$ cat config.mk
export PLATFORM = sky130hd
export DESIGN_NAME = regfile_write_arbiter
export DESIGN_NICKNAME = d
export VERILOG_FILES = /design/src/rtl/regfile_write_arbiter.sv
export SDC_FILE = /design/constraint.sdc
export NUM_CORES = 1
export LEC_CHECK = 0
export CAP_MARGIN = 25
export CORE_ASPECT_RATIO = 1.4
export CORE_UTILIZATION = 40
export DETAILED_ROUTE_END_ITERATION = 8
export PLACE_DENSITY_LB_ADDON = 0.1
export REMOVE_ABC_BUFFERS = 1
export SLEW_MARGIN = 5
export SYNTH_ARGS = -nofsm -noshare
export SYNTH_HDL_FRONTEND = slang
export SYNTH_SLANG_ARGS = --single-unit
$ cat constraint.sdc
create_clock -name Clock -period 2.68 [get_ports Clock]
set_input_delay 0.536 -clock Clock [delete_from_list [all_inputs] [get_ports Clock]]
set_output_delay 0.536 -clock Clock [all_outputs]
set_load 0.01 [all_outputs]
$ cat src/rtl/regfile_write_arbiter.sv
// regfile_write_arbiter
//   Sequencer and arbiter for a register file write port whose storage has no
//   reset. After reset it sweeps every register to INIT_VALUE. After the sweep
//   it shares the write port between requester A (ALU writeback) and requester
//   B (load writeback) using round-robin valid/ready handshakes.
//
// Ports
//   Clock, Reset          : clock; synchronous active-high reset
//   AValid/ARD/AData      : requester A write request (held until AReady)
//   AReady                : A granted this cycle (combinational)
//   BValid/BRD/BData      : requester B write request (held until BReady)
//   BReady                : B granted this cycle (combinational)
//   RegWrite/RD/WriteData : registered register file write port
//   InitDone              : registered, high once the init sweep has finished
module regfile_write_arbiter #(
   parameter int                    DATA_WIDTH = 16,
   parameter int                    ADDR_WIDTH = 2,
   parameter logic [DATA_WIDTH-1:0] INIT_VALUE = '0
) (
   input  logic                  Clock,
   input  logic                  Reset,
   input  logic                  AValid,
   input  logic [ADDR_WIDTH-1:0] ARD,
   input  logic [DATA_WIDTH-1:0] AData,
   output logic                  AReady,
   input  logic                  BValid,
   input  logic [ADDR_WIDTH-1:0] BRD,
   input  logic [DATA_WIDTH-1:0] BData,
   output logic                  BReady,
   output logic                  RegWrite,
   output logic [ADDR_WIDTH-1:0] RD,
   output logic [DATA_WIDTH-1:0] WriteData,
   output logic                  InitDone
);

   typedef enum logic {
      INIT,
      RUN
   } state_t;

   state_t                state;
   logic [ADDR_WIDTH-1:0] cnt;
   logic                  prio;   // 0: A favoured on contention, 1: B favoured

   // Grants depend only on the current state and the valids, so a requester
   // sees its ready in the same cycle it raises valid.
   always_comb begin
      AReady = 1'b0;
      BReady = 1'b0;
      if (state == RUN) begin
         AReady = AValid & (~BValid | ~prio);
         BReady = BValid & (~AValid |  prio);
      end
   end

   always_ff @(posedge Clock) begin
      if (Reset) begin
         state     <= INIT;
         cnt       <= '0;
         prio      <= 1'b0;
         RegWrite  <= 1'b0;
         RD        <= '0;
         WriteData <= '0;
         InitDone  <= 1'b0;
      end else begin
         case (state)
            INIT: begin
               RegWrite  <= 1'b1;
               RD        <= cnt;
               WriteData <= INIT_VALUE;
               cnt       <= cnt + 1'b1;   // wraps to 0 after the last register
               if (cnt == '1) begin
                  state    <= RUN;
                  InitDone <= 1'b1;
               end
            end
            RUN: begin
               if (AReady) begin
                  RegWrite  <= 1'b1;
                  RD        <= ARD;
                  WriteData <= AData;
                  prio      <= 1'b1;
               end else if (BReady) begin
                  RegWrite  <= 1'b1;
                  RD        <= BRD;
                  WriteData <= BData;
                  prio      <= 1'b0;
               end else begin
                  // Idle: RD and WriteData hold their last values.
                  RegWrite <= 1'b0;
               end
            end
            default: state <= INIT;
         endcase
      end
   end

endmodule

# ---- After elaboration in Yosys (flattened, before gate mapping)
# Index checks and enable logic that the tools add are counted.
dict set report op_classes {
  n_addsub 1
  multipliers 0
  div_mod_pow 0
  order_cmp 0
  eq_ne 2
  shifts 0
  mux 15
  bitwise_logic 8
  n_reduce_logical 3
}
# cell n
set op_table {}
lappend op_table {{2-to-1 mux 16 bit} 2}
lappend op_table {{one-hot mux 16 bit (2 select lines)} 1}
lappend op_table {{2-to-1 mux 1 bit} 8}
lappend op_table {{2-to-1 mux 2 bit} 2}
lappend op_table {{NOT 1 bit} 4}
lappend op_table {{one-hot mux 2 bit (2 select lines)} 1}
lappend op_table {{AND reduction 2 bit} 2}
lappend op_table {{inequality test 3 bit (second input constant)} 1}
lappend op_table {{adder 2 x 1 -> 2 bit (second input constant)} 1}
lappend op_table {{AND 1 bit} 2}
lappend op_table {{== test 2 bit (second input constant)} 1}
lappend op_table {{bitwise OR 1 bit} 2}
lappend op_table {{one-hot mux 1 bit (2 select lines)} 1}
lappend op_table {{nonzero test 2 bit} 1}
dict set report word_totals {
  register_bits 24
  latch_bits 0
  ramBits 0
  mem_bits_ro 0
  input_bits 40
  out_inout_bits 22
  wordCells 36
  mem_count 0
}

# ---- Depth between registers and ports, before layout
# Gate-level depths: netlist of the first run.
dict set report logic_depth {
  ltp_word 7
  depth_mapped 6
  mapped_depth_nobuf 3
}

# ---- Least setup slack after synthesis of the first run
# Ideal clock, no wire load.
dict set report synth_path {
  path_type {input to output}
  startpoint {input AValid}
  endpoint {output AReady}
  arrival_time_ns 1.194
  required_ns 2.144
  path_slack_ns 0.950
  path_stages 3
  n_path_buf 1
  cell_sequence {a21boi_4 > buf_2 > and2_1}
}
dict set report synth_via {
  elab_chain_len 2
}
# element line
set synth_rtl {}
lappend synth_rtl {{start, declared} 22} ;# input logic AValid,
lappend synth_rtl {{AND 1 bit} 51} ;# AReady = AValid & (~BValid | ~prio);
lappend synth_rtl {{2-to-1 mux 1 bit} 50} ;# if (state == RUN) begin
lappend synth_rtl {{end, declared} 25} ;# output logic AReady,
# No other way between the ends.

# ---- Final worst setup path of the first run
dict set report layout_path {
  startpoint {input BValid}
  endpoint {output AReady}
}
dict set report layout_via {
  elab_chain_len 4
}
# element line
set layout_rtl {}
lappend layout_rtl {{start, declared} 26} ;# input logic BValid,
lappend layout_rtl {{NOT 1 bit} 51}
lappend layout_rtl {{bitwise OR 1 bit} 51}
lappend layout_rtl {{AND 1 bit} 51}
lappend layout_rtl {{2-to-1 mux 1 bit} 50}
# No other way between the ends.

==> results of run 1 <==
## power groups by stage
| stage | combinational [mW] | sequential, mW | clock, mW |
|---|---|---|---|
| 2_1_floorplan | 0.0657 | 0.410 | 0 |
| 3_3_place_gp | 0.183 | 0.406 | 0 |
| 3_5_place_dp | 0.189 | 0.407 | 0 |
| 4_1_cts | 0.190 | 0.399 | 0.156 |
| 5_1_grt | 0.203 | 0.403 | 0.169 |
| 6_report | 0.187 | 0.399 | 0.149 |
## cell families (layout without fill, tap and decap cells)
group,Yosys count,count (layout)
AOI/OAI and AO/OA,38,38
DFF,24,24
and+or+nand+nor,20,20
buffers and inverters,12,72
muxes,3,3
adders and majority gates,1,1
xor gates and xnor gates,1,1
## critical path: cells and delay by family
kind,cells,cell delay [ps]
buf+inv,2,1070
compound gates,1,200
simple gates,1,140
## flip-flops by register name (all words and copies together), names as in the netlist
| signal | cells |
|---|---|
| prio | 1 |
| WriteData | 16 |
| cnt | 2 |
| InitDone | 1 |
| RD | 2 |
| RegWrite | 1 |
| state | 1 |
## routing by layer
metal  share of wire [%]  vias up
met2                  50       40
li1                    -      512
met4                 1.8        0
met5                   0        -
met3                 7.9        6
met1                  40      502
## per-stage QoR
stage               power (mW)  instances  instance area [um2]  setup slack, ps  hold slack [ps]
finish                   0.735        193                 1720              191              473
global route             0.776        193                 1720              115              491
CTS                      0.746        193                 1720              181              478
detailed placement       0.596        190                 1700              196              448
global placement         0.589        190                 1700              203              445
floorplan                0.476         89                  998             1020              481
## layout by cell type, fill, tap and decap left out, drive strengths merged, types with 2 or more instances in the layout
cell / instances
o2bb2ai: 16
nand2b: 4
inv: 2
dfxtp: 24
a21oi: 2
clkbuf: 3
nand2: 3
nor2: 8
buf: 6
a32oi: 16
mux2i: 2
clkdlybuf4s50: 61
## how the worst max path moves through the flow
stage | start | end | slack, ps | depth (start not counted)
6_report | BValid | AReady | 190 | 4
5_1_grt | BValid | AReady | 120 | 4
4_1_cts | BValid | AReady | 180 | 4
3_5_place_dp | BValid | AReady | 200 | 4
3_3_place_gp | BValid | AReady | 200 | 4
2_1_floorplan | AValid | BReady | 1020 | 2
## cell type report
type	count	area, um2	area share (%)
Timing Repair Buffer	67	656	38.1
Inverter	2	7.51	0.437
Tap cell	34	42.5	2.47
Multi-Input combinational cell	63	510	29.7
Clock buffer	3	22.5	1.31
Sequential cell	24	480	27.9
==> Implementation_results.wiki, run 1 <==
{| class="wikitable"
! Metric !! Value
|-
| Combinational share of power || about a quarter
|-
| Vias after detailed routing || 1060
|-
| Most instantiated cells after synthesis || 24 x sky130_fd_sc_hd__dfxtp_1, 16 x sky130_fd_sc_hd__a32oi_1, 16 x sky130_fd_sc_hd__o2bb2ai_1
|-
| Wire length reported by the detailed router || 2.83 mm
|-
| Static leakage || around 0.59 nW
|-
| Main synth FF type || sky130_fd_sc_hd__dfxtp_1
|-
| Final setup violation count || 0
|-
| Run status || complete, no violations
|-
| Critical Path RT || 2140 ps
|-
| GRT Max-Usage Layer || met2
|-
| Slew Limit Headroom || between 50% and 60%
|-
| Number of cells traversed by the worst hold path || 1
|-
| Logic depth of the worst register-to-register path || 3
|-
| H-tree depth || 1
|-
| Endpoint type of the worst setup path || output pin
|-
| Leftover overflow at the end of global routing || 0
|-
| Fraction of the mapped netlist area in simple logic gates || a little over a tenth
|-
| Number of optimization iterations in the first detailed-route pass || 4
|-
| Met3 track demand over resource || 4.05%
|-
| Number of sinks driven by the clock tree || 24
|-
| Worst setup path category || in2out
|-
| Post-route clock skew || 7.29 ps
|-
| Library cells used by synthesis || 24
|-
| Number of setup buffers added after CTS || 0
|-
| Maximum number of pins on one net before global-route repair || 19
|-
| Number of hold-slack violations in the final timing report || 0
|-
| Count of buffers from port buffering || 61
|-
| Core area || ~0.0024 mm2
|-
| Worst path arrival time || 1950 ps
|-
| Most instantiated library cell after synthesis || sky130_fd_sc_hd__dfxtp_1
|-
| Capturing point of the worst reg2reg path || WriteData[2]$_SDFFE_PP0P_
|-
| Hpwl dp || approximately 2.1 mm
|-
| Initial standard-cell utilization of the core || roughly 43%
|-
| Total track usage || 21.6%
|-
| Clock Power Share || about a fifth
|-
| Xor/xnor share of the synthesized area || less than 1%
|-
| Global Route met2 Usage || 38.9%
|-
| Worst-case register-to-register setup slack || ~1100 ps
|-
| Wire length of the first global-routing pass || around 4.7 mm
|-
| Final design utilization || roughly 70%
|-
| Clock transition time at the flip-flop clock pins of the worst setup and hold paths || 110 ps
|-
| Fraction of power spent switching nets || between 20% and 30%
|-
| Sequential share of the synthesized area || a little under half
|-
| Setup repair after global routing missed its margin || no
|-
| Drt initial violations || 52
|-
| Area growth from synthesis to layout || 62.2%
|-
| Gate count after technology mapping || 99
|-
| Number of routed nets with antenna violations || 0
|-
| Slowest cell on the critical path || sky130_fd_sc_hd__clkdlybuf4s50_1
|-
| Number of global-route vias before repair || approximately 1100
|-
| Power dissipated by switching net loads || between 0.15 and 0.2 mW
|-
| TritonCTS clock tree || yes
|-
| Drc violations || 0
|-
| Top post-synthesis cells by area || sky130_fd_sc_hd__dfxtp_1 45%, sky130_fd_sc_hd__a32oi_1 13%, sky130_fd_sc_hd__o2bb2ai_1 13%
|-
| Beginning of the worst register-to-register path || state$_SDFF_PP0_
|-
| Delay of the slowest critical-path stage || between 500 and 600 ps
|-
| Setup TNS Final || 0 ps
|-
| Pwr dens || roughly 430 mW/mm2
|-
| Met1 Resource Use GR || around a quarter
|-
| Final weighted congestion in routability-driven placement || about 0.75
|-
| Clock period minus final worst setup slack || about 2500 ps
|-
| Critical-path maximum fanout || 4
|-
| Die ar. || 0.00286 mm2
|-
| Clock network latency to the later pin of the worst-skew pair || around 310 ps
|-
| Cell-by-cell listing of the critical path || clkdlybuf4s50_1 > a21boi_4 > and2_1 > clkdlybuf4s50_1
|-
| Worst path most repeated cell || sky130_fd_sc_hd__clkdlybuf4s50_1
|-
| Num rows || 21
|-
| Total clock buffers created by CTS || 3
|-
| Total I/O pin count || between 60 and 70
|-
| Async SR Flop Fraction || 0%
|-
| Part of the total power dissipated in sequential elements || around 54%
|-
| Clock tree root driver cell || sky130_fd_sc_hd__clkbuf_4
|-
| Compound-gate portion of the synthesized area || between 30% and 40%
|-
| Clock Tree Buf Depth || 2
|-
| Final-report max-slew violation count || 0
|-
| VDD IR-drop max || approximately 0.00031 V
|-
| Worst hold-check path type || reg2reg
|-
| Routed len/inst || 14.6 um
|-
| Adder-Cell Fraction of Synth Area || under 10%
|-
| Share of synthesized area spent on multiplexers || roughly 3%
|-
| Total of flip-flops plus latches after synthesis || 24
|-
| Most area-hungry cell type in the Yosys netlist || sky130_fd_sc_hd__dfxtp_1
|-
| Slew at the pin closest to its max-slew limit || around 630 ps
|-
| Worst hold endpoint || WriteData[0]$_SDFFE_PP0P_
|-
| Via count normalized by instance count || 5.49
|-
| Synthesized area divided by synthesized cell count || roughly 11 um2
|-
| Internal power of the cells || roughly 0.55 mW
|-
| Max-cap violation count || 0
|-
| Initial antenna violation count || 0
|-
| Post-cts hold buffer count || 0
|-
| Period utilisation layout || between 90% and 100%
|-
| Crit path launch type || primary input
|-
| Die Wd || between 40 and 50 um
|-
| Number of filler instances in the final layout || roughly 200
|-
| Vert. Die Dim || between 60 and 70 um
|-
| Number of instances resized during post-cts repair || 0
|-
| Total inserted antenna cells || 0
|-
| Proportion of layout cells with a drive suffix above 1 || 8.18%
|-
| Area of the mapped netlist || between 0.001 and 0.0015 mm2
|-
| Post-synth EDFFs || 0
|-
| Origin of the worst min-delay path || WriteData[0]$_SDFFE_PP0P_
|-
| Count of synthesis-stage warnings from yosys || 0
|-
| Net total in the final layout || ~200
|-
| Highest attainable clock frequency || approximately 400 MHz
|-
| Fraction of post-synthesis cell area in the top cell type by area || between 40% and 50%
|-
| Largest family of logic cells by synthesized area || compound AO/OA/AOI/OAI gates
|}
Power figures use the tool's default switching activity.
==> inputs of run 2 (changes only) <==
--- a/config.mk
+++ b/config.mk
@@ -8,9 +8,9 @@
 export CAP_MARGIN = 25
 export CORE_ASPECT_RATIO = 1.4
 export CORE_UTILIZATION = 40
+export CTS_CLUSTER_SIZE = 20
 export DETAILED_ROUTE_END_ITERATION = 8
 export PLACE_DENSITY_LB_ADDON = 0.1
-export REMOVE_ABC_BUFFERS = 1
 export SLEW_MARGIN = 5
 export SYNTH_ARGS = -nofsm -noshare
 export SYNTH_HDL_FRONTEND = slang
==> Implementation_results.wiki, run 2 (synthesized netlist as in run 1, its figures left out) <==
{| class="wikitable"
! Metric !! Value
|-
| Final design utilization || 70.7% (+0.31 points)
|-
| Net total in the final layout || 203 (+0.50%)
|-
| Wire length reported by the detailed router || 2.80 mm (-1.1%)
|-
| Final setup violation count || 0 (unchanged)
|-
| Post-detailed-placement cell area || 0.00170 mm2 (+0.44%)
|-
| Setup TNS Final || 0 ps (unchanged)
|-
| Pwr dens || 427 mW/mm2 (about the same)
|-
| Setup repair after global routing missed its margin || no
|-
| Num rows || 21 (unchanged)
|-
| Finished layout cell area || 0.00173 mm2 (+0.44%)
|-
| Leading cell type in the layout, fill and taps excluded || sky130_fd_sc_hd__clkdlybuf4s50_1
|-
| Vias after detailed routing || 1039 (-2.0%)
|-
| Clock Tree Buf Depth || 2 (unchanged)
|-
| Number of flip-flops in the largest register || 16 (unchanged)
|-
| Clock period minus final worst setup slack || 2440 ps (-45.4 ps)
|-
| Number of routed nets with antenna violations || 0 (unchanged)
|-
| Number of instances resized during post-cts repair || 0 (unchanged)
|-
| Via count normalized by instance count || 5.36 (-2.5%)
|-
| Initial standard-cell utilization of the core || 43.4% (unchanged)
|-
| Drc violations || 0 (unchanged)
|-
| Critical Path RT || 2140 ps (about the same)
|-
| Combinational share of power || 26.5% (+1.0 points)
|-
| Slew Limit Headroom || 57.4% (-0.58 points)
|-
| Number of setup buffers added after CTS || 0 (unchanged)
|-
| Post-cts hold buffer count || 0 (unchanged)
|-
| Total I/O pin count || 62 (unchanged)
|-
| H-tree depth || 1 (unchanged)
|-
| Regs by FF count || WriteData: 16 flops, RD: 2 flops, cnt: 2 flops
|-
| Wire length of the first global-routing pass || 4.51 mm (-3.1%)
|-
| Final-report max-slew violation count || 0 (unchanged)
|-
| Core area || 0.00244 mm2 (unchanged)
|-
| Initial antenna violation count || 0 (unchanged)
|-
| Worst hold-check path type || reg2reg
|-
| Final weighted congestion in routability-driven placement || 0.734 (-1.5%)
|-
| Clock transition time at the flip-flop clock pins of the worst setup and hold paths || 120 ps (about the same)
|-
| Internal power of the cells || 0.548 mW (+0.40%)
|-
| Vert. Die Dim || 62.9 um (unchanged)
|-
| Worst setup path category || in2out
|-
| Routed len/inst || 14.4 um (-1.6%)
|-
| Hpwl dp || 2.12 mm (+0.55%)
|-
| Synth Net Count || 140
|-
| Number of hold-slack violations in the final timing report || 0 (unchanged)
|-
| Clock tree root driver cell || sky130_fd_sc_hd__clkbuf_4
|-
| TritonCTS clock tree || yes
|-
| Run status || complete, no violations
|-
| Worst path arrival time || 1910 ps (-40 ps)
|-
| Total clock buffers created by CTS || 3 (unchanged)
|-
| Crit path launch type || primary input
|-
| Number of sinks driven by the clock tree || 24 (unchanged)
|-
| Fraction of power spent switching nets || 25.7% (-0.046 points)
|-
| Leftover overflow at the end of global routing || 0 (unchanged)
|-
| Maximum number of pins on one net before global-route repair || 19 (unchanged)
|-
| Clock network latency to the later pin of the worst-skew pair || 300 ps (about the same)
|-
| Count of buffers from port buffering || 61 (unchanged)
|-
| Endpoint type of the worst setup path || output pin
|-
| Die Wd || 45.5 um (unchanged)
|-
| Critical-path maximum fanout || 3 (-1)
|-
| Static leakage || 0.599 nW (+0.91%)
|-
| Proportion of layout cells with a drive suffix above 1 || 8.75% (+0.57 points)
|-
| Highest-count cells in the layout ignoring fill and taps || 61 x sky130_fd_sc_hd__clkdlybuf4s50_1, 24 x sky130_fd_sc_hd__dfxtp_1, 16 x sky130_fd_sc_hd__a32oi_1, 16 x sky130_fd_sc_hd__o2bb2ai_1, 8 x sky130_fd_sc_hd__nor2_1
|-
| Number of global-route vias before repair || 1057 (+0.67%)
|-
| Slew at the pin closest to its max-slew limit || 637 ps (+8.64 ps)
|-
| VDD IR-drop max || 0.000303 V (-1.8%)
|-
| Die ar. || 0.00286 mm2 (unchanged)
|-
| Number of optimization iterations in the first detailed-route pass || 4 (unchanged)
|-
| Period utilisation layout || 91.2% (-1.7 points)
|-
| Total inserted antenna cells || 0 (unchanged)
|-
| Most flop-heavy register || WriteData
|-
| Power dissipated by switching net loads || 0.190 mW (+0.16%)
|-
| Part of the total power dissipated in sequential elements || 53.2% (-1.0 points)
|-
| Max-cap violation count || 0 (unchanged)
|-
| Clock Power Share || 20.3% (about the same)
|-
| Total track usage || 20.2% (-1.5 points)
|-
| WHS || 475 ps (+1.03 ps)
|-
| Area growth from synthesis to layout || 62.9%
|-
| Post-route clock skew || 3.12 ps (-4.17 ps)
|-
| Drt initial violations || 17 (-67%)
|-
| Highest attainable clock frequency || 409 MHz (+1.9%)
|}
run 2: changes by cell type in the layout (fill, tap and decap cells not counted), sizes merged:
cell | before | now
buf | 6 | 7
run 2: area by class of cell:
type / instances / area, um2
Inverter: 2 / 7.51
Sequential cell: 24 / 480
Multi-Input combinational cell: 63 / 510
Clock buffer: 3 / 22.5
Timing Repair Buffer: 68 / 663
Tap cell: 34 / 42.5
Fill cell: 216 / 717
run 2: metal layers:
| metal | track usage (%) | share of wire (%) |
|---|---|---|
| met4 | 6.06 | 0.50 |
| met1 | 23.5 | 40 |
| met2 | 35.4 | 51 |
| met5 | 0 | 0 |
| met3 | 3.76 | 8.4 |
run 2: power by group through the flow:
stage | Clock (mW) | Combinational, mW | Sequential (mW)
5_1_grt | 0.168 | 0.213 | 0.396
2_1_floorplan | 0 | 0.0812 | 0.407
3_5_place_dp | 0 | 0.198 | 0.401
4_1_cts | 0.156 | 0.198 | 0.393
3_3_place_gp | 0 | 0.191 | 0.400
6_report | 0.149 | 0.196 | 0.393
run 2: stage by stage:
stage                     total power, mW  std cells  setup slack (ps)
after global routing                0.777        194               176
after detailed placement            0.598        191               228
after global placement              0.591        191               254
after CTS                           0.747        194               228
final                               0.738        194               236
after floorplan                     0.488         99               950
run 2: path summary, 6_finish.rpt:
kind / startpoint / endpoint / slack (ps) / depth (start not counted)
setup / recovery: AValid / AReady / 240 / 4
hold / removal: WriteData[3]$_SDFFE_PP0P_ / WriteData[3]$_SDFFE_PP0P_ / 470 / 1
setup reg to reg: state$_SDFF_PP0_ / WriteData[2]$_SDFFE_PP0P_ / 1270 / 4
hold reg to reg: WriteData[3]$_SDFFE_PP0P_ / WriteData[3]$_SDFFE_PP0P_ / 470 / 1
run 2: critical path, cell delays in order:
cell and delay [ps]:
sky130_fd_sc_hd__clkdlybuf4s50_1 510, sky130_fd_sc_hd__a21boi_4 180, sky130_fd_sc_hd__and2_1 140, sky130_fd_sc_hd__clkdlybuf4s50_1 540
==> inputs of run 3 (changes only) <==
--- a/config.mk
+++ b/config.mk
@@ -5,11 +5,12 @@
 export SDC_FILE = /design/constraint.sdc
 export NUM_CORES = 1
 export LEC_CHECK = 0
-export CAP_MARGIN = 25
+export CAP_MARGIN = 15
 export CORE_ASPECT_RATIO = 1.4
 export CORE_UTILIZATION = 40
 export CTS_CLUSTER_SIZE = 20
 export DETAILED_ROUTE_END_ITERATION = 8
+export GPL_TIMING_DRIVEN = 0
 export PLACE_DENSITY_LB_ADDON = 0.1
 export SLEW_MARGIN = 5
 export SYNTH_ARGS = -nofsm -noshare
==> Implementation_results.wiki, run 3 (synthesized netlist as in run 1, its figures left out) <==
{| class="wikitable"
! Metric !! Value
|-
| Run status || complete, no violations
|-
| Wire length of the first global-routing pass || 4.47 mm (-0.75%)
|-
| Setup repair after global routing missed its margin || no
|-
| Final setup violation count || 0 (unchanged)
|-
| Clock transition time at the flip-flop clock pins of the worst setup and hold paths || 110 ps (about the same)
|-
| Routed len/inst || 14.8 um (+3.0%)
|-
| Final-report max-slew violation count || 0 (unchanged)
|-
| Proportion of layout cells with a drive suffix above 1 || 9.32% (+0.57 points)
|-
| Initial antenna violation count || 0 (unchanged)
|-
| Worst setup path category || in2out
|-
| Via count normalized by instance count || 5.48 (+2.3%)
|-
| Count of buffers from port buffering || 60 (-1.6%)
|-
| Initial standard-cell utilization of the core || 43.4% (unchanged)
|-
| TritonCTS clock tree || yes
|-
| Pwr dens || 427 mW/mm2 (about the same)
|-
| Power dissipated by switching net loads || 0.193 mW (+1.9%)
|-
| Combinational share of power || 26.0% (-0.5 points)
|-
| Slew at the pin closest to its max-slew limit || 426 ps (-211 ps)
|-
| Critical Path RT || 2140 ps (about the same)
|-
| Net total in the final layout || 204 (+0.49%)
|-
| Static leakage || 0.612 nW (+2.2%)
|-
| Leading cell type in the layout, fill and taps excluded || sky130_fd_sc_hd__clkdlybuf4s50_1
|-
| Clock tree root driver cell || sky130_fd_sc_hd__clkbuf_4
|-
| Number of optimization iterations in the first detailed-route pass || 4 (unchanged)
|-
| Clock Power Share || 20.7% (+0.4 points)
|-
| Number of global-route vias before repair || 1052 (-0.47%)
|-
| Finished layout cell area || 0.00173 mm2 (+0.29%)
|-
| Period utilisation layout || 92.2% (+1.0 points)
|-
| Total clock buffers created by CTS || 3 (unchanged)
|-
| Number of sinks driven by the clock tree || 24 (unchanged)
|-
| Endpoint type of the worst setup path || output pin
|-
| Highest attainable clock frequency || 405 MHz (-1.1%)
|-
| Power Total || 0.739 mW (+0.22%)
|-
| Delay of the slowest critical-path stage || 530 ps (about the same)
|-
| Maximum number of pins on one net before global-route repair || 20 (+1)
|-
| Regs by FF count || WriteData: 16 flops, RD: 2 flops, cnt: 2 flops
|-
| Post-detailed-placement cell area || 0.00170 mm2 (about the same)
|-
| Clock network latency to the later pin of the worst-skew pair || 310 ps (about the same)
|-
| Vert. Die Dim || 62.9 um (unchanged)
|-
| Worst hold-check path type || in2reg
|-
| Core area || 0.00244 mm2 (unchanged)
|-
| Final weighted congestion in routability-driven placement || 0.762 (+3.7%)
|-
| Max-cap violation count || 0 (unchanged)
|-
| Total inserted antenna cells || 0 (unchanged)
|-
| Crit path launch type || primary input
|-
| Num rows || 21 (unchanged)
|-
| Clock period minus final worst setup slack || 2470 ps (+27.3 ps)
|-
| Internal power of the cells || 0.546 mW (-0.37%)
|-
| Slowest cell on the critical path || sky130_fd_sc_hd__clkdlybuf4s50_1
|-
| Highest-count cells in the layout ignoring fill and taps || 58 x sky130_fd_sc_hd__clkdlybuf4s50_1, 24 x sky130_fd_sc_hd__dfxtp_1, 16 x sky130_fd_sc_hd__a32oi_1, 16 x sky130_fd_sc_hd__o2bb2ai_1, 8 x sky130_fd_sc_hd__nor2_1
|-
| Drc violations || 0 (unchanged)
|-
| Number of flip-flops in the largest register || 16 (unchanged)
|-
| Logic depth of the worst register-to-register path || 5 (+1)
|-
| Slew Limit Headroom || 71.6% (+14 points)
|-
| Post-cts hold buffer count || 0 (unchanged)
|-
| Part of the total power dissipated in sequential elements || 53.4% (+0.2 points)
|-
| H-tree depth || 1 (unchanged)
|-
| Total I/O pin count || 62 (unchanged)
|-
| Number of cells traversed by the worst hold path || 2 (+1)
|-
| Total track usage || 20.5% (+0.29 points)
|-
| Area growth from synthesis to layout || 63.4%
|-
| Die ar. || 0.00286 mm2 (unchanged)
|-
| Wire length reported by the detailed router || 2.90 mm (+3.5%)
|-
| VDD IR-drop max || 0.000327 V (+8.0%)
|-
| Most flop-heavy register || WriteData
|-
| Hpwl dp || 2.24 mm (+5.8%)
|-
| Clock Tree Buf Depth || 2 (unchanged)
|-
| Number of hold-slack violations in the final timing report || 0 (unchanged)
|-
| Drt initial violations || 23 (+6)
|-
| Vias after detailed routing || 1068 (+2.8%)
|-
| Die Wd || 45.5 um (unchanged)
|-
| WHS || 422 ps (-52.4 ps)
|-
| Number of routed nets with antenna violations || 0 (unchanged)
|-
| Cell-by-cell listing of the critical path || dlygate4sd2_1 > a21boi_4 > buf_4 > and2_1 > clkdlybuf4s50_1
|-
| Critical-path maximum fanout || 10 (+7)
|-
| Synth Net Count || 140 (unchanged)
|-
| Worst path arrival time || 1940 ps (+30 ps)
|-
| Post-route clock skew || 9.13 ps (+6.01 ps)
|-
| Fraction of power spent switching nets || 26.1% (+0.44 points)
|-
| Leftover overflow at the end of global routing || 0 (unchanged)
|}
==> run 3: cell types whose count changed in the layout (fill, tap and decap cells not counted) <==
cell / change
sky130_fd_sc_hd__buf_1: +1
sky130_fd_sc_hd__buf_2: +2
sky130_fd_sc_hd__buf_4: -3
sky130_fd_sc_hd__buf_6: +2
sky130_fd_sc_hd__clkdlybuf4s50_1: -3
sky130_fd_sc_hd__dlygate4sd2_1: +1
sky130_fd_sc_hd__dlymetal6s2s_1: +1
==> run 3: repair_timing <==
action | in CTS | in global routing
endpoints found under the setup margin | 2 | 2
gates resized for setup | 4 | 1
buffers inserted | 1 | 0
==> run 3: power by group through the flow <==
stage / combinational [mW] / clock (mW) / sequential (mW)
after floorplan: 0.0812 / 0 / 0.407
after global placement: 0.187 / 0 / 0.401
after detailed placement: 0.193 / 0 / 0.402
after CTS: 0.194 / 0.161 / 0.395
after global routing: 0.209 / 0.169 / 0.398
final: 0.192 / 0.153 / 0.395
==> run 3: critical path: cells and delay by family <==
kind | cells | cell delay, ps
buf+inv | 3 | 1040
compound gates | 1 | 230
simple gates | 1 | 130
==> run 3: path summary, 6_finish.rpt <==
check | start | end | slack (ps)
setup / recovery | AValid | AReady | 210
hold / removal | Reset | prio$_SDFFE_PP0P_ | 420
setup reg to reg | state$_SDFF_PP0_ | WriteData[3]$_SDFFE_PP0P_ | 1320
hold reg to reg | RD[0]$_SDFFE_PP0P_ | RD[0]$_SDFFE_PP0P_ | 470
==> run 3: per-layer routing <==
layer,global-route usage (%),share of wire [%],vias to the layer above
met5,0,0,-
met4,6.82,1.1,0
met3,3.76,8.1,4
met2,36.8,53,45
met1,22.6,38,505
li1,-,-,514
==> run 3: stage by stage <==
stage	worst slack, ps	instances	TNS, ps	util [%]
final	209	195	0	70.9
after CTS	8.87	195	0	70.8
after global placement	-308	193	-515	69.7
after detailed placement	-336	193	-565	69.7
after floorplan	950	99	0	-
after global routing	133	195	0	70.9
==> run 3: cell type report <==
| class | count | area [um2] |
|---|---|---|
| Buffer | 8 | 58.8 |
| Tap cell | 34 | 42.5 |
| Fill cell | 194 | 712 |
| Sequential cell | 24 | 480 |
| Inverter | 2 | 7.51 |
| Timing Repair Buffer | 61 | 609 |
| Multi-Input combinational cell | 63 | 510 |
| Clock buffer | 3 | 22.5 |
==> edit 1: new RTL, settings of run 2 <==
Reset style: asynchronous (`Reset`), changed in one clocked block. Comments in the files are not updated.
--- a/src/rtl/regfile_write_arbiter.sv
+++ b/src/rtl/regfile_write_arbiter.sv
@@ -53,7 +53,7 @@
       end
    end
 
-   always_ff @(posedge Clock) begin
+   always_ff @(posedge Clock or posedge Reset) begin
       if (Reset) begin
          state     <= INIT;
          cnt       <= '0;
Behaviour: differs if Reset is asserted again (counterexample within 4 cycles, from zero or initial values and one cycle with Reset high); with Reset held inactive, the same outputs for 10 cycles.
==> edit 1 against run 2 <==
Routed wire length is 22% higher; sequential cell count unchanged; maximum frequency fell by 0.78%; first-iteration DRC count rose by 94%; count of clock-buffer cells in the layout stayed put; design area grew 14%; power up 22%; die area increased by 19%; clock skew decreased by 0.0020 ns; worst setup slack lost 0.019 ns; area after synthesis is 20% higher.
==> edit 1: results (changes against run 2) <==
INFO  worst_setup_path cp_data_arrival_time=1.93ns [+0.02 ns]
INFO  synthesis      synth_top_flop_cell=sky130_fd_sc_hd__dfrtp_1
INFO  drt            route.met3.wl=155um [-34%]
INFO  worst_setup_path worst_path_max_delay_cell=sky130_fd_sc_hd__clkdlybuf4s50_1
INFO  final_layout   filler_cell_count=258 [+19%]
INFO  status         status=complete, no violations
INFO  pwr            p_sw=0.235mW [+24%]
INFO  pwr            peakVddDrop=0.301mV [-0.70%]
INFO  clock_tree     clk_transition_reported_paths=0.08ns [-0.04 ns]
INFO  clock_tree     ctsRootBufferMaster=sky130_fd_sc_hd__clkbuf_8
INFO  synthesis      post_synth_most_frequent_cells=sky130_fd_sc_hd__nand2_1 (33), sky130_fd_sc_hd__dfrtp_1 (24), sky130_fd_sc_hd__nand3_1 (17), sky130_fd_sc_hd__o311ai_0 (7), sky130_fd_sc_hd__o311ai_2 (7)
INFO  synthesis      synth_cells=127 [+28%]
INFO  global_routing groute.usage.overall=22.0% [+1.8 points]
INFO  drt            wl=3410um [+22%]
INFO  final_layout   drive_gt1_share=13.8% [+5.0 points]
INFO  synthesis      post_synth_num_cell_types=28 [+17%]
INFO  global_routing first_pass_grt_wire_length=5640um [+25%]
INFO  synthesis      yosys-top-cells-area=sky130_fd_sc_hd__dfrtp_1 (47%), sky130_fd_sc_hd__nand2_1 (9.7%), sky130_fd_sc_hd__o311ai_2 (9.0%)
INFO  drt            met2_length=1910um [+34%]
INFO  timing         worst_pin_slew=0.488ns [-0.149 ns]
INFO  timing         clock-skew-final=0.00115ns [-0.00196 ns]
INFO  synthesis      synth-seq-area-share=47.2% [+1.9 points]
INFO  clock_tree     clock_latency_at_the_later_pin_of_the_worst_skew_pair=0.26ns [-0.04 ns]
INFO  synthesis      postSynthNetCount=168 [+20%]
INFO  place          hpwlAfterDp=2510um [+19%]
INFO  pwr            p_leak=0.834nW [+39%]
INFO  final_layout   nNetsFinal=232 [+14%]
INFO  global_routing grt_start_max_net_pins=25 [+6]
INFO  drt            met1Wirelength=1330um [+19%]
==> edit 1: changes by cell type after synthesis, moves of 3 or more <==
cell                        delta
sky130_fd_sc_hd__o2bb2ai_1    -16
sky130_fd_sc_hd__o311ai_0      +7
sky130_fd_sc_hd__o311ai_2      +7
sky130_fd_sc_hd__a31oi_1       +3
sky130_fd_sc_hd__nand2_1      +30
sky130_fd_sc_hd__inv_1         +3
sky130_fd_sc_hd__nand3_1      +17
sky130_fd_sc_hd__nor2_1        -7
sky130_fd_sc_hd__nand2b_1      -3
sky130_fd_sc_hd__clkbuf_1      +5
sky130_fd_sc_hd__buf_2         -5
sky130_fd_sc_hd__dfxtp_1      -24
sky130_fd_sc_hd__dfrtp_1      +24
sky130_fd_sc_hd__a32oi_1      -16
==> edit 1: kinds of logic after synthesis <==
kind of cell	Yosys count	synth area share, %
adder cells (fa/ha/maj)	1	0.984
multiplexers	1	0.886
AO/OA/AOI/OAI	24	21.2
XOR/XNOR	1	0.689
buffers and inverters	17	7.58
flip-flops	24	47.2
AND/OR/NAND/NOR	59	21.5
==> edit 1: worst max-delay path, delay by kind of cell <==
| family | cells | cell delay [ns] |
|---|---|---|
| and+or+nand+nor | 2 | 0.26 |
| buffers and inverters | 3 | 1.14 |
==> edit 1: power groups by stage <==
stage | clock network [mW] | registers (mW) | logic, mW
2_1_floorplan | 0 | 0.441 | 0.104
3_3_place_gp | 0 | 0.425 | 0.274
3_5_place_dp | 0 | 0.426 | 0.280
4_1_cts | 0.217 | 0.418 | 0.281
5_1_grt | 0.234 | 0.424 | 0.299
6_report | 0.204 | 0.418 | 0.277
==> edit 1: final cells by class <==
type / count / area, sq um / share of cell area [%]
Timing Repair Buffer: 71 / 686 / 34.9
Sequential cell: 24 / 601 / 30.5
Multi-Input combinational cell: 86 / 574 / 29.2
Tap cell: 37 / 46.3 / 2.35
Clock buffer: 3 / 41.3 / 2.10
Inverter: 5 / 18.8 / 0.954
==> edit 1: final timing paths <==
kind | start | end | slack [ns] | cells past startpoint
min in group asynchronous | Reset | WriteData[11] | 0.62 | 3
max reg2reg | state | WriteData[5] | 1.07 | 5
max in group asynchronous | Reset | WriteData[4] | 1.82 | 3
min reg2reg | InitDone | InitDone | 0.46 | 1
max | AValid | BReady | 0.22 | 5
min | InitDone | InitDone | 0.46 | 1
==> edit 1: routing by layer <==
metal	vias to the layer above	GRT usage, %
met5	-	0
met4	0	7.86
met3	2	3.51
met2	37	41.7
met1	591	24.8
li1	577	-
==> edit 1: metrics by stage <==
step                util, %  setup WS [ns]  area (sq um)
finish                 67.0          0.217          1970
global route           67.0          0.169          1970
CTS                    67.0          0.214          1970
detailed placement     65.6          0.230          1930
global placement       65.6          0.246          1930
floorplan                 -          0.925          1270
==> edit 2: new RTL, flow settings as in run 2 <==
Without the edit above. Set the parameter `ADDR_WIDTH` to 1 (it was 2).
--- a/src/rtl/regfile_write_arbiter.sv
+++ b/src/rtl/regfile_write_arbiter.sv
@@ -14,7 +14,7 @@
 //   InitDone              : registered, high once the init sweep has finished
 module regfile_write_arbiter #(
    parameter int                    DATA_WIDTH = 16,
-   parameter int                    ADDR_WIDTH = 2,
+   parameter int                    ADDR_WIDTH = 1,
    parameter logic [DATA_WIDTH-1:0] INIT_VALUE = '0
 ) (
    input  logic                  Clock,
Ports: changed (resized ARD, BRD and RD); port bits go from 62 to 59. The function was not compared with the original's and may differ.
==> edit 2 against run 2 <==
Design area shrank 10%; register-to-register slack got worse by 0.27 ns; count of clock-buffer cells in the layout did not move; core utilization up 0.72 points; area after synthesis down 13%; sequential cell count fell by 2; sequential power shrank 5%; power up 8.1%; worst setup slack better by 0.051 ns; critical path depth is the same; synthesized cell count is 16% lower; die area fell by 13%; routed wire length shrank 16%; clock skew is 0.014 ns higher; largest cell class unchanged; highest routed layer unchanged.
==> edit 2: results (changes against run 2) <==
INFO  synthesis      post_synth_most_frequent_cells=sky130_fd_sc_hd__dfxtp_1 (22), sky130_fd_sc_hd__and2_1 (16), sky130_fd_sc_hd__a221o_1 (10), sky130_fd_sc_hd__a221o_2 (6), sky130_fd_sc_hd__nor2_1 (6)
INFO  pwr            comb_power=0.172mW [-12%]
INFO  drt            wl=2360um [-16%]
INFO  drt            drt_first_pass_iters=3 [-1]
INFO  synthesis      synth-compound-area-share=22.9% [-9.5 points]
INFO  worst_setup_path regToRegEndpoint=WriteData[7]
INFO  pwr            peakVddDrop=0.350mV [+15%]
INFO  synthesis      yosys-top-cells-area=sky130_fd_sc_hd__dfxtp_1 (48%), sky130_fd_sc_hd__a221o_1 (11%), sky130_fd_sc_hd__and2_1 (11%)
INFO  pwr            clock_power=0.251mW [+68%]
INFO  synthesis      post_synth_mux_area_share=0% [-3.0 points]
INFO  synthesis      synth_cells=83 [-16%]
INFO  timing         clock-skew-final=0.0175ns [+0.0144 ns]
INFO  timing         worst_pin_slew=0.707ns [+0.0697 ns]
INFO  final_layout   drive_gt1_share=11.3% [+2.5 points]
INFO  drt            vias_per_cell=5.29 [-1.3%]
INFO  place          post_place_worst_slack=0.285ns [+0.0572 ns]
INFO  place          place.detailed.instances=160 [-16%]
INFO  global_routing grt_pass1_vias=835 [-21%]
INFO  min_path       hold_path_depth=2 [+1]
INFO  global_routing groute.usage.overall=19.4% [-0.77 points]
INFO  place          place.gp.congestion=0.686 [-6.6%]
INFO  final_layout   nNetsFinal=181 [-11%]
INFO  place          hpwlAfterDp=1710um [-19%]
INFO  drt            vias=867 [-17%]
INFO  global_routing grt_start_max_net_pins=17 [-2]
INFO  synthesis      synth-seq-area-share=48.0% [+2.6 points]
INFO  place          portbufs=58 [-4.9%]
INFO  min_path       endpoint_of_the_worst_hold_path=InitDone
INFO  synthesis      post_synth_num_cell_types=19 [-21%]
INFO  global_routing first_pass_grt_wire_length=3650um [-19%]
INFO  synthesis      postSynthNetCount=121 [-14%]
INFO  pwr            power.internal=0.617mW [+13%]
INFO  min_path       worst_hold_startpoint=InitDone
INFO  synthesis      yosys.area_share.adder=0% [-1.2 points]
INFO  timing         timing.fmax=0.418GHz [+2.1%]
INFO  worst_setup_path cp_data_arrival_time=1.86ns [-0.05 ns]
INFO  status         status=complete, no violations
INFO  place          placedInstanceArea=1500squm [-12%]
INFO  pwr            combinational_fraction_of_design_power=21.6% [-4.9 points]
INFO  timing         hold-worst-slack=0.494ns [+0.0199 ns]
INFO  synthesis      synth_xor_xnor_area_share=0.954% [+0.13 points]
INFO  worst_setup_path worst-r2r-setup-slack=1.00ns [-0.27 ns]
INFO  pwr            p_leak=0.596nW [-0.51%]
## edit 2: cell count changes in the layout (fill, tap and decap cells not counted), moves of 3 or more
cell	before	now
sky130_fd_sc_hd__clkdlybuf4s50_1	61	58
sky130_fd_sc_hd__a221o_1	0	10
sky130_fd_sc_hd__buf_4	7	2
sky130_fd_sc_hd__nand2b_1	4	0
sky130_fd_sc_hd__o2bb2ai_1	16	0
sky130_fd_sc_hd__a221o_2	0	6
sky130_fd_sc_hd__a32oi_1	16	0
sky130_fd_sc_hd__a21oi_1	2	5
sky130_fd_sc_hd__and2_1	1	16
## edit 2: cells by family (layout without fill, tap and decap cells)
logic type	count (synthesis)	after routing
AOI/OAI and AO/OA	23	23
xor gates and xnor gates	1	1
buffers and inverters	6	65
DFF	22	22
and+or+nand+nor	31	31
## edit 2: worst max path at each step
stage / depth (start not counted) / from / to
finish: 4 / AValid / AReady
CTS: 4 / AValid / AReady
floorplan: 5 / Reset / WriteData[0]
global placement: 4 / AValid / AReady
detailed placement: 4 / AValid / AReady
global route: 4 / AValid / AReady
## edit 2: layout make-up
type	instances	area, sq um
Clock buffer	3	22.5
Tap cell	22	27.5
Fill cell	167	623
Clock inverter	1	30.0
Multi-Input combinational cell	55	434
Inverter	1	3.75
Sequential cell	22	440
Timing Repair Buffer	60	596
## edit 2: worst reg2reg max path, delay by kind of cell, from the launching register on
family           cells  cell delay [ns]
AO/OA/AOI/OAI        1             0.28
flip-flops           1             0.54
AND/OR/NAND/NOR      2             0.80
## edit 2: metal layers
metal	track usage, %	vias to the layer above	part of all wire, %
met3	3.68	2	5.7
met5	0	-	0
met1	22.1	406	40
met4	8.04	0	0.68
met2	35.2	29	54
li1	-	430	-
